### src/rtl/mastermind_pkg.sv
// Shared constants for the Mastermind touch-screen engine: colour field
// width, screen geometry, FSM state encoding and the solution LFSR.
package mastermind_pkg;

  localparam int COLOR_W  = 3;
  localparam int SCREEN_W = 480;
  localparam int SCREEN_H = 800;

  localparam logic [31:0] LFSR_SEED = 32'd35;

  localparam logic [2:0] ST_IDLE  = 3'd0;
  localparam logic [2:0] ST_PLAY  = 3'd1;
  localparam logic [2:0] ST_SCORE = 3'd2;
  localparam logic [2:0] ST_SHOW  = 3'd3;
  localparam logic [2:0] ST_WON   = 3'd4;
  localparam logic [2:0] ST_LOST  = 3'd5;

  // Right-shifting Fibonacci LFSR, feedback taps at bits 0, 1, 2 and 12.
  function automatic logic [31:0] lfsr_next(input logic [31:0] l);
    return {l[0] ^ l[1] ^ l[2] ^ l[12], l[31:1]};
  endfunction

endpackage

### src/rtl/mastermind_peg_scorer.sv
// Multi-cycle peg scorer. A start pulse captures the guess and solution;
// the next cycle counts exact matches, then one cycle per colour adds the
// colour-overlap count. done is high in the last cycle, with black/white
// valid in that same cycle.
module mastermind_peg_scorer
  import mastermind_pkg::*;
#(
  parameter int NUM_COLS   = 4,
  parameter int NUM_COLORS = 6
) (
  input  logic                        clock,
  input  logic                        reset,
  input  logic                        start,
  input  logic [COLOR_W*NUM_COLS-1:0] guess_in,
  input  logic [COLOR_W*NUM_COLS-1:0] sol_in,
  output logic                        done,
  output logic [2:0]                  black,
  output logic [2:0]                  white
);

  localparam int GW = COLOR_W * NUM_COLS;
  localparam logic [2:0] LAST_STEP = 3'(NUM_COLORS);

  logic          busy_q, busy_d;
  logic [2:0]    step_q, step_d;
  logic [GW-1:0] guess_q, guess_d;
  logic [GW-1:0] sol_q, sol_d;
  logic [2:0]    black_q, black_d;
  logic [2:0]    total_q, total_d;

  logic [2:0]    match_cnt;
  logic [2:0]    cnt_guess, cnt_sol, color_min;
  logic [3:0]    total_sum;

  // Exact matches and the per-colour overlap for the colour named by step_q.
  always_comb begin
    match_cnt = '0;
    cnt_guess = '0;
    cnt_sol   = '0;
    for (int i = 0; i < NUM_COLS; i++) begin
      if (guess_q[COLOR_W*i +: COLOR_W] == sol_q[COLOR_W*i +: COLOR_W]) match_cnt = match_cnt + 3'd1;
      if (guess_q[COLOR_W*i +: COLOR_W] == step_q) cnt_guess = cnt_guess + 3'd1;
      if (sol_q[COLOR_W*i +: COLOR_W] == step_q) cnt_sol = cnt_sol + 3'd1;
    end
    color_min = (cnt_guess < cnt_sol) ? cnt_guess : cnt_sol;
    total_sum = {1'b0, total_q} + {1'b0, color_min};
  end

  // Step sequencing: capture on start, black on step 0, colours on 1..N.
  always_comb begin
    busy_d  = busy_q;
    step_d  = step_q;
    guess_d = guess_q;
    sol_d   = sol_q;
    black_d = black_q;
    total_d = total_q;
    if (start) begin
      busy_d  = 1'b1;
      step_d  = 3'd0;
      guess_d = guess_in;
      sol_d   = sol_in;
      total_d = 3'd0;
    end else if (busy_q) begin
      if (step_q == 3'd0) begin
        black_d = match_cnt;
        step_d  = 3'd1;
      end else begin
        total_d = total_sum[2:0];
        if (step_q == LAST_STEP) busy_d = 1'b0;
        else step_d = step_q + 3'd1;
      end
    end
  end

  // Scorer state registers; reset abandons any scoring in flight.
  always_ff @(posedge clock) begin
    if (reset) begin
      busy_q  <= 1'b0;
      step_q  <= 3'd0;
      guess_q <= '0;
      sol_q   <= '0;
      black_q <= 3'd0;
      total_q <= 3'd0;
    end else begin
      busy_q  <= busy_d;
      step_q  <= step_d;
      guess_q <= guess_d;
      sol_q   <= sol_d;
      black_q <= black_d;
      total_q <= total_d;
    end
  end

  assign done  = busy_q && (step_q == LAST_STEP);
  assign black = black_q;
  assign white = 3'(total_sum - {1'b0, black_q});

endmodule

### src/rtl/mastermind_engine.sv
// Mastermind game engine driven by a resistive touch panel. Maps raw touch
// coordinates to board cells, debounces presses into single actions, and
// runs the IDLE/PLAY/SCORE/SHOW/WON/LOST game flow.
module mastermind_engine
  import mastermind_pkg::*;
#(
  parameter int NUM_COLS   = 4,
  parameter int NUM_COLORS = 6,
  parameter int NUM_ROWS   = 8,
  parameter int COL_W      = 96,
  parameter int ROW_H      = 100,
  parameter int REARM      = 2500000,
  parameter int HOLD       = 25000000
) (
  input  logic                  clock,
  input  logic                  reset,
  input  logic [11:0]           x_coord,
  input  logic [11:0]           y_coord,
  input  logic                  new_coord,
  input  logic                  new_game,
  input  logic                  sol_load,
  input  logic [3*NUM_COLS-1:0] sol_value,
  output logic [3*NUM_COLS-1:0] guess,
  output logic [2:0]            row_index,
  output logic [2:0]            white_pegs,
  output logic [2:0]            black_pegs,
  output logic                  pegs_valid,
  output logic                  started,
  output logic                  game_won,
  output logic                  game_lost,
  output logic [3*NUM_COLS-1:0] solution
);

  localparam int GW     = COLOR_W * NUM_COLS;
  localparam int CNT_W  = $clog2(REARM + 1);
  localparam int HOLD_W = $clog2(HOLD + 1);
  localparam logic [CNT_W-1:0]  REARM_C    = CNT_W'(REARM);
  localparam logic [HOLD_W-1:0] HOLD_LAST  = HOLD_W'(HOLD - 1);
  localparam logic [2:0]        SUBMIT_COL = 3'(NUM_COLS);
  localparam logic [2:0]        MAX_COLOR  = 3'(NUM_COLORS);
  localparam logic [2:0]        LAST_ROW   = 3'(NUM_ROWS - 1);

  logic [2:0]        state_q, state_d;
  logic [GW-1:0]     guess_q, guess_d;
  logic [2:0]        row_q, row_d;
  logic [2:0]        black_q, black_d;
  logic [2:0]        white_q, white_d;
  logic              pegs_valid_q, pegs_valid_d;
  logic              started_q, started_d;
  logic              won_q, won_d;
  logic              lost_q, lost_d;
  logic [GW-1:0]     solution_q, solution_d;
  logic              sol_loaded_q, sol_loaded_d;
  logic [CNT_W-1:0]  rel_cnt_q, rel_cnt_d;
  logic [HOLD_W-1:0] hold_cnt_q, hold_cnt_d;
  logic [31:0]       lfsr_q, lfsr_d;

  logic [18:0]       xm, ym;
  logic [9:0]        xp, yp;
  logic [31:0]       row_lo;
  logic              row_hit;
  logic [NUM_COLS:0] col_hit;
  logic [2:0]        col_sel;
  logic              action;
  logic [GW-1:0]     rand_sol;
  logic [NUM_COLS-1:0] field_nz;
  logic              all_set;

  logic              sc_start, sc_done;
  logic [2:0]        sc_black, sc_white;

  // Raw 12-bit panel readings scaled to 480x800 pixels with rounding.
  assign xm = 19'(x_coord) * 19'd15 + 19'd64;
  assign ym = 19'(y_coord) * 19'd25 + 19'd64;
  assign xp = 10'(xm >> 7);
  assign yp = 10'(ym >> 7);

  // Only the active row is touchable; cells are open-below, closed-above.
  assign row_lo  = 32'(row_q) * 32'(ROW_H);
  assign row_hit = (32'(yp) > row_lo) && (32'(yp) <= row_lo + 32'(ROW_H)) &&
                   (32'(yp) <= 32'(SCREEN_H));

  // Column NUM_COLS is the submit button to the right of the pegs.
  genvar gi;
  generate
    for (gi = 0; gi <= NUM_COLS; gi++) begin : g_col_hit
      assign col_hit[gi] = (32'(xp) > 32'(gi * COL_W)) &&
                           (32'(xp) <= 32'((gi + 1) * COL_W)) &&
                           (32'(xp) <= 32'(SCREEN_W));
    end
    for (gi = 0; gi < NUM_COLS; gi++) begin : g_fields
      assign rand_sol[COLOR_W*gi +: COLOR_W] =
        3'((32'(lfsr_q[5*gi+4:5*gi]) % NUM_COLORS) + 1);
      assign field_nz[gi] = |guess_q[COLOR_W*gi +: COLOR_W];
    end
  endgenerate

  assign all_set = &field_nz;

  // Column ranges are disjoint, so at most one bit of col_hit is set.
  always_comb begin
    col_sel = 3'd0;
    for (int c = 0; c <= NUM_COLS; c++) begin
      if (col_hit[c]) col_sel = 3'(c);
    end
  end

  // A press fires only after a full release interval, once per press.
  assign action = new_coord && (rel_cnt_q == REARM_C) && row_hit && (|col_hit);

  mastermind_peg_scorer #(
    .NUM_COLS   (NUM_COLS),
    .NUM_COLORS (NUM_COLORS)
  ) u_scorer (
    .clock    (clock),
    .reset    (reset),
    .start    (sc_start),
    .guess_in (guess_q),
    .sol_in   (solution_q),
    .done     (sc_done),
    .black    (sc_black),
    .white    (sc_white)
  );

  // Game flow, debounce counter and free-running LFSR next-state.
  always_comb begin
    state_d      = state_q;
    guess_d      = guess_q;
    row_d        = row_q;
    black_d      = black_q;
    white_d      = white_q;
    pegs_valid_d = pegs_valid_q;
    started_d    = started_q;
    won_d        = won_q;
    lost_d       = lost_q;
    solution_d   = solution_q;
    sol_loaded_d = sol_loaded_q;
    hold_cnt_d   = hold_cnt_q;
    sc_start     = 1'b0;
    lfsr_d       = lfsr_next(lfsr_q);

    if (new_coord) rel_cnt_d = '0;
    else if (rel_cnt_q != REARM_C) rel_cnt_d = rel_cnt_q + CNT_W'(1);
    else rel_cnt_d = rel_cnt_q;

    case (state_q)
      ST_IDLE: begin
        if (sol_load) begin
          solution_d   = sol_value;
          sol_loaded_d = 1'b1;
        end
        // The starting touch only picks the solution; it edits no peg.
        if (action) begin
          if (!sol_load && !sol_loaded_q) solution_d = rand_sol;
          started_d = 1'b1;
          state_d   = ST_PLAY;
        end
      end
      ST_PLAY: begin
        if (action) begin
          if (col_sel == SUBMIT_COL) begin
            if (all_set) begin
              sc_start = 1'b1;
              state_d  = ST_SCORE;
            end
          end else begin
            for (int i = 0; i < NUM_COLS; i++) begin
              if (col_sel == 3'(i)) begin
                if (guess_q[COLOR_W*i +: COLOR_W] == MAX_COLOR) guess_d[COLOR_W*i +: COLOR_W] = 3'd1;
                else guess_d[COLOR_W*i +: COLOR_W] = guess_q[COLOR_W*i +: COLOR_W] + 3'd1;
              end
            end
            // Previous row's pegs stay on screen until the player edits.
            pegs_valid_d = 1'b0;
            black_d      = 3'd0;
            white_d      = 3'd0;
          end
        end
      end
      ST_SCORE: begin
        if (sc_done) begin
          black_d      = sc_black;
          white_d      = sc_white;
          pegs_valid_d = 1'b1;
          hold_cnt_d   = '0;
          state_d      = ST_SHOW;
        end
      end
      ST_SHOW: begin
        if (hold_cnt_q == HOLD_LAST) begin
          if (black_q == SUBMIT_COL) begin
            won_d   = 1'b1;
            state_d = ST_WON;
          end else if (row_q == 3'd0) begin
            lost_d  = 1'b1;
            state_d = ST_LOST;
          end else begin
            row_d   = row_q - 3'd1;
            guess_d = '0;
            state_d = ST_PLAY;
          end
        end else begin
          hold_cnt_d = hold_cnt_q + HOLD_W'(1);
        end
      end
      ST_WON, ST_LOST: begin
        if (new_game) begin
          guess_d      = '0;
          black_d      = 3'd0;
          white_d      = 3'd0;
          pegs_valid_d = 1'b0;
          won_d        = 1'b0;
          lost_d       = 1'b0;
          started_d    = 1'b0;
          sol_loaded_d = 1'b0;
          row_d        = LAST_ROW;
          state_d      = ST_IDLE;
        end
      end
      default: state_d = ST_IDLE;
    endcase
  end

  // Engine registers; reset wins over every other input on the same edge.
  always_ff @(posedge clock) begin
    if (reset) begin
      state_q      <= ST_IDLE;
      guess_q      <= '0;
      row_q        <= LAST_ROW;
      black_q      <= 3'd0;
      white_q      <= 3'd0;
      pegs_valid_q <= 1'b0;
      started_q    <= 1'b0;
      won_q        <= 1'b0;
      lost_q       <= 1'b0;
      solution_q   <= '0;
      sol_loaded_q <= 1'b0;
      rel_cnt_q    <= REARM_C;
      hold_cnt_q   <= '0;
      lfsr_q       <= LFSR_SEED;
    end else begin
      state_q      <= state_d;
      guess_q      <= guess_d;
      row_q        <= row_d;
      black_q      <= black_d;
      white_q      <= white_d;
      pegs_valid_q <= pegs_valid_d;
      started_q    <= started_d;
      won_q        <= won_d;
      lost_q       <= lost_d;
      solution_q   <= solution_d;
      sol_loaded_q <= sol_loaded_d;
      rel_cnt_q    <= rel_cnt_d;
      hold_cnt_q   <= hold_cnt_d;
      lfsr_q       <= lfsr_d;
    end
  end

  assign guess      = guess_q;
  assign row_index  = row_q;
  assign black_pegs = black_q;
  assign white_pegs = white_q;
  assign pegs_valid = pegs_valid_q;
  assign started    = started_q;
  assign game_won   = won_q;
  assign game_lost  = lost_q;
  assign solution   = solution_q;

endmodule

### config.mk
export PLATFORM = sky130hd
export DESIGN_NAME = mastermind_engine
export DESIGN_NICKNAME = d
export VERILOG_FILES = /design/src/rtl/mastermind_pkg.sv /design/src/rtl/mastermind_peg_scorer.sv /design/src/rtl/mastermind_engine.sv
export SDC_FILE = /design/constraint.sdc
export NUM_CORES = 1
export LEC_CHECK = 0
export CAP_MARGIN = 20
export CORE_UTILIZATION = 65
export DETAILED_ROUTE_END_ITERATION = 6
export GPL_ROUTABILITY_DRIVEN = 0
export PLACE_DENSITY = 0.87
export SLEW_MARGIN = 5
export SYNTH_ARGS = -nofsm -noshare
export SYNTH_HDL_FRONTEND = slang
export SYNTH_HIERARCHICAL = 1
export SYNTH_SLANG_ARGS = --single-unit
### constraint.sdc
create_clock -name clock -period 17.01 [get_ports clock]
set_input_delay 4.2525 -clock clock [delete_from_list [all_inputs] [get_ports clock]]
set_output_delay 4.2525 -clock clock [all_outputs]
set_load 0.02 [all_outputs]
==> metrics.md <==
| Metric | Value |
|---|---|
| Post-CTS sizing | 0 |
| Worst slew pin tran | 944 ps |
| Die W | approximately 130 um |
| CTS clk-pin slew, worst paths | 60 ps |
| GRT overflow | 0 |
| Pwr Density | between 80 and 90 nW/um^2 |
| EDFF count, synth | 0 |
| Largest area contributor in the netlist | dfxtp_1 |
| IO buf count | 77 |
| First-pass GRT wire length | 39600 um |
| Die H | between 100 and 150 um |
| Max Cap Violations | 0 |
| Hold buffers post-CTS | 0 |
| Wire per inst | ~15 um |
| Total Power | 1.08 mW |
| H-tree levels | 4 |
| Final hold viol count | 0 |
| Critical path arrival | between 10000 and 15000 ps |
| R2R depth | 23 |
| Post-DRT Antenna Nets | 0 |
| Unrepaired setup endpoints after global routing | false |
| Clock root buffer | clkbuf_16 |
| Worst setup SP type | primary input |
| Post-route setup slack | 6710 ps |
| Syn Std Cell Area | 10900 sq um |
| Final setup vio count | 0 |
| Max Buffers Root-to-Sink | 2 |
| Fin area | 12400 sq um |
| Status | complete, no violations |
| DRT iter0 DRCs | 627 |
| Final Net Count | 1514 |
| Crit end category | register |
| CTS tree | done |
| Setup TNS Final | 0 ps |
| Diode count | 0 |
| Core Box Area | approximately 17000 sq um |
| Slew Limit Fails | 0 |
| Top post-synthesis cells by area | dfxtp_1 (28%), ha_1 (14%), fa_1 (5.3%) |
| DRC | 0 |
| Area after DPL | 11800 sq um |
| Die Area | ~17000 sq um |
| Post-Synthesis Cells | 1263 |
| Area share of the leading cell type in the synthesized netlist | 28.2% |
| CTS Buf Count | 17 |
| Slew headroom | between 30% and 40% |
| Top Ports | 78 |
| Synthesis Warnings | 6 |
| GR Util All Layers | a little over a quarter |
| Hold-critical path depth | 1 |
| Post-layout util | 75.3% |
| Asr flop ratio synth | 0% |
| Ratio of cells with drive above 1 in the final layout | between 5 and 6% |
| Flops & latches, synth | ~150 |
| Maximum vdd drop | between 60 and 70 uV |
| Worst-path maximum fanout | 7 |
| Worst-Skew Late Latency | between 400 and 500 ps |
| Area Growth Syn to Fin | 13.6% |
| Dpl hpwl | 17000 um |
| Post-Route WL | 23100 um |
| Vias per std cell | 5.83 |
| Avg Cell Area, Syn | 8.67 sq um |
| Main synth FF type | dfxtp_1 |
| Count of cell types in the netlist | 80 |
| Synth top cells by count | dfxtp_1 (154), ha_1 (122), nor2_1 (121) |
| Cell with the most instances after synthesis | dfxtp_1 |
| Pre-antenna DRT Iters | 7 |
| Via Count | ~9100 |
| Post-CTS Setup Bufs | 0 |
| Fmax | around 0.097 GHz |
| Largest net degree at the start of global routing | 96 |
| Pre-CTS WS | 6450 ps |
| Min-Delay Path Class | register to register |
| Leak | 5.19 nW |
| Final worst-path cycle share | 60.5% |
| CTS sink cnt | ~150 |
| Row count | 47 |
| Filler Cell Count | 1174 |
| Hold Startpoint | lfsr_q[25] |
| Worst Hold End | lfsr_q[24] |
| Post-synthesis sequential area ratio | 28.2% |
| Setup crit start | y_coord[3] |
| Clk_skew | 9.81 ps |
| Reg2reg start | u_scorer/step_q[2] |
| Number of global-route vias before repair | 8717 |
| Non-filler instance count after layout | 1555 |
| R2R Path End | white_pegs[2] |
| Initial core utilization | 66.3% |
| Fin Hold WS | 438 ps |
| Mapped Nets | 1455 |
| WS Path Type | primary input to register |
| Post-placement cell count | 1522 |
| Worst reg-to-reg setup slack | between 10000 and 15000 ps |
| Initial antenna violation count | 0 |
| CP required | 17330 ps |
| Post-layout min period | 10300 ps |
==> worst max-delay path by stage <==
stage                     slack [ps]                   end  cells past startpoint
final                           6710         white_pegs[2]                     23
after global routing            6360         black_pegs[0]                     23
after CTS                       6880         white_pegs[2]                     23
after detailed placement        6450         black_pegs[0]                     23
after global placement          6720         white_pegs[2]                     23
after floorplan                 7470  u_scorer/guess_q[10]                     26
==> kinds of logic (layout without fill, tap and decap cells) <==
family | Yosys count | in the layout | synth area share (%)
and+or+nand+nor | 441 | 441 | 21.3
AOI/OAI and AO/OA | 213 | 213 | 13.1
DFF | 154 | 154 | 28.2
buffers and inverters | 152 | 224 | 5.57
adders and majority gates | 151 | 151 | 19.2
xor gates and xnor gates | 115 | 115 | 9.27
muxes | 37 | 37 | 3.41
==> layer usage <==
metal  wire, um  track usage (%)  part of all wire (%)  vias up
met5          0                0                     0        -
met4        528             9.30                   2.3        0
met3        896             4.65                   3.9       45
met2      11500             47.7                    50      244
met1      10200             34.4                    44     4290
li1           -                -                     -     4492
==> cell usage in the layout (no fill, tap or decap), types with 6 or more instances in the layout <==
cell	count
dfxtp_1	154
ha_1	122
nor2_1	120
inv_1	110
clkdlybuf4s50_1	76
nand2_1	74
a21oi_1	60
xnor2_1	58
xor2_1	56
nor2b_1	41
nand3_1	38
mux2i_1	35
o21ai_0	33
nor3_1	30
fa_1	29
or3_1	24
nand4_1	22
a31oi_1	17
clkbuf_16	17
nand2b_1	16
o21bai_1	13
or2_2	10
and3_1	10
o21a_1	9
a211oi_1	7
o211ai_1	7
a22o_1	7
nor3b_1	6
o221a_2	6
==> critical path: stages <==
cell and delay [ps]:
clkdlybuf4s50_1 450, ha_1 300, inv_1 60, fa_1 510, inv_1 40, ha_1 300
ha_1 370, a21oi_1 170, o22ai_1 100, or2_1 310, a21o_1 230, xor2_1 180
ha_1 280, nor2b_1 130, o21ai_0 140, nand2b_1 80, a2111oi_0 500, o21ai_0 180
a311oi_1 340, o21ai_1 280, nor3_1 710, a21oi_1 380, a22o_1 320
==> power by group <==
part / internal (mW) / switching, mW
clock: 0.236 / 0.154
combinational: 0.133 / 0.183
sequential: 0.366 / 0.00524
total: 0.735 / 0.342
==> registers in the layout, indices dropped and copies added (netlist names), 3 cells and up <==
name and cells:
lfsr_q 32, hold_cnt_q 25, rel_cnt_q 22, guess 12, solution 12, u_scorer/guess_q 12
u_scorer/sol_q 12, black_pegs 3, row_index 3, state_q 3, u_scorer/black 3, u_scorer/step_q 3
u_scorer/total_q 3, white_pegs 3
==> area by class of cell <==
class	instances	area, sq um	share of cell area [%]
multi-input combinational	957	7260	58.3
sequential	154	3080	24.8
timing repair buffer	82	801	6.44
clock buffer	20	447	3.59
inverter	110	413	3.32
tap	220	275	2.21
clock inverter	12	165	1.33
No activity file was read; power rests on OpenSTA's default activity.
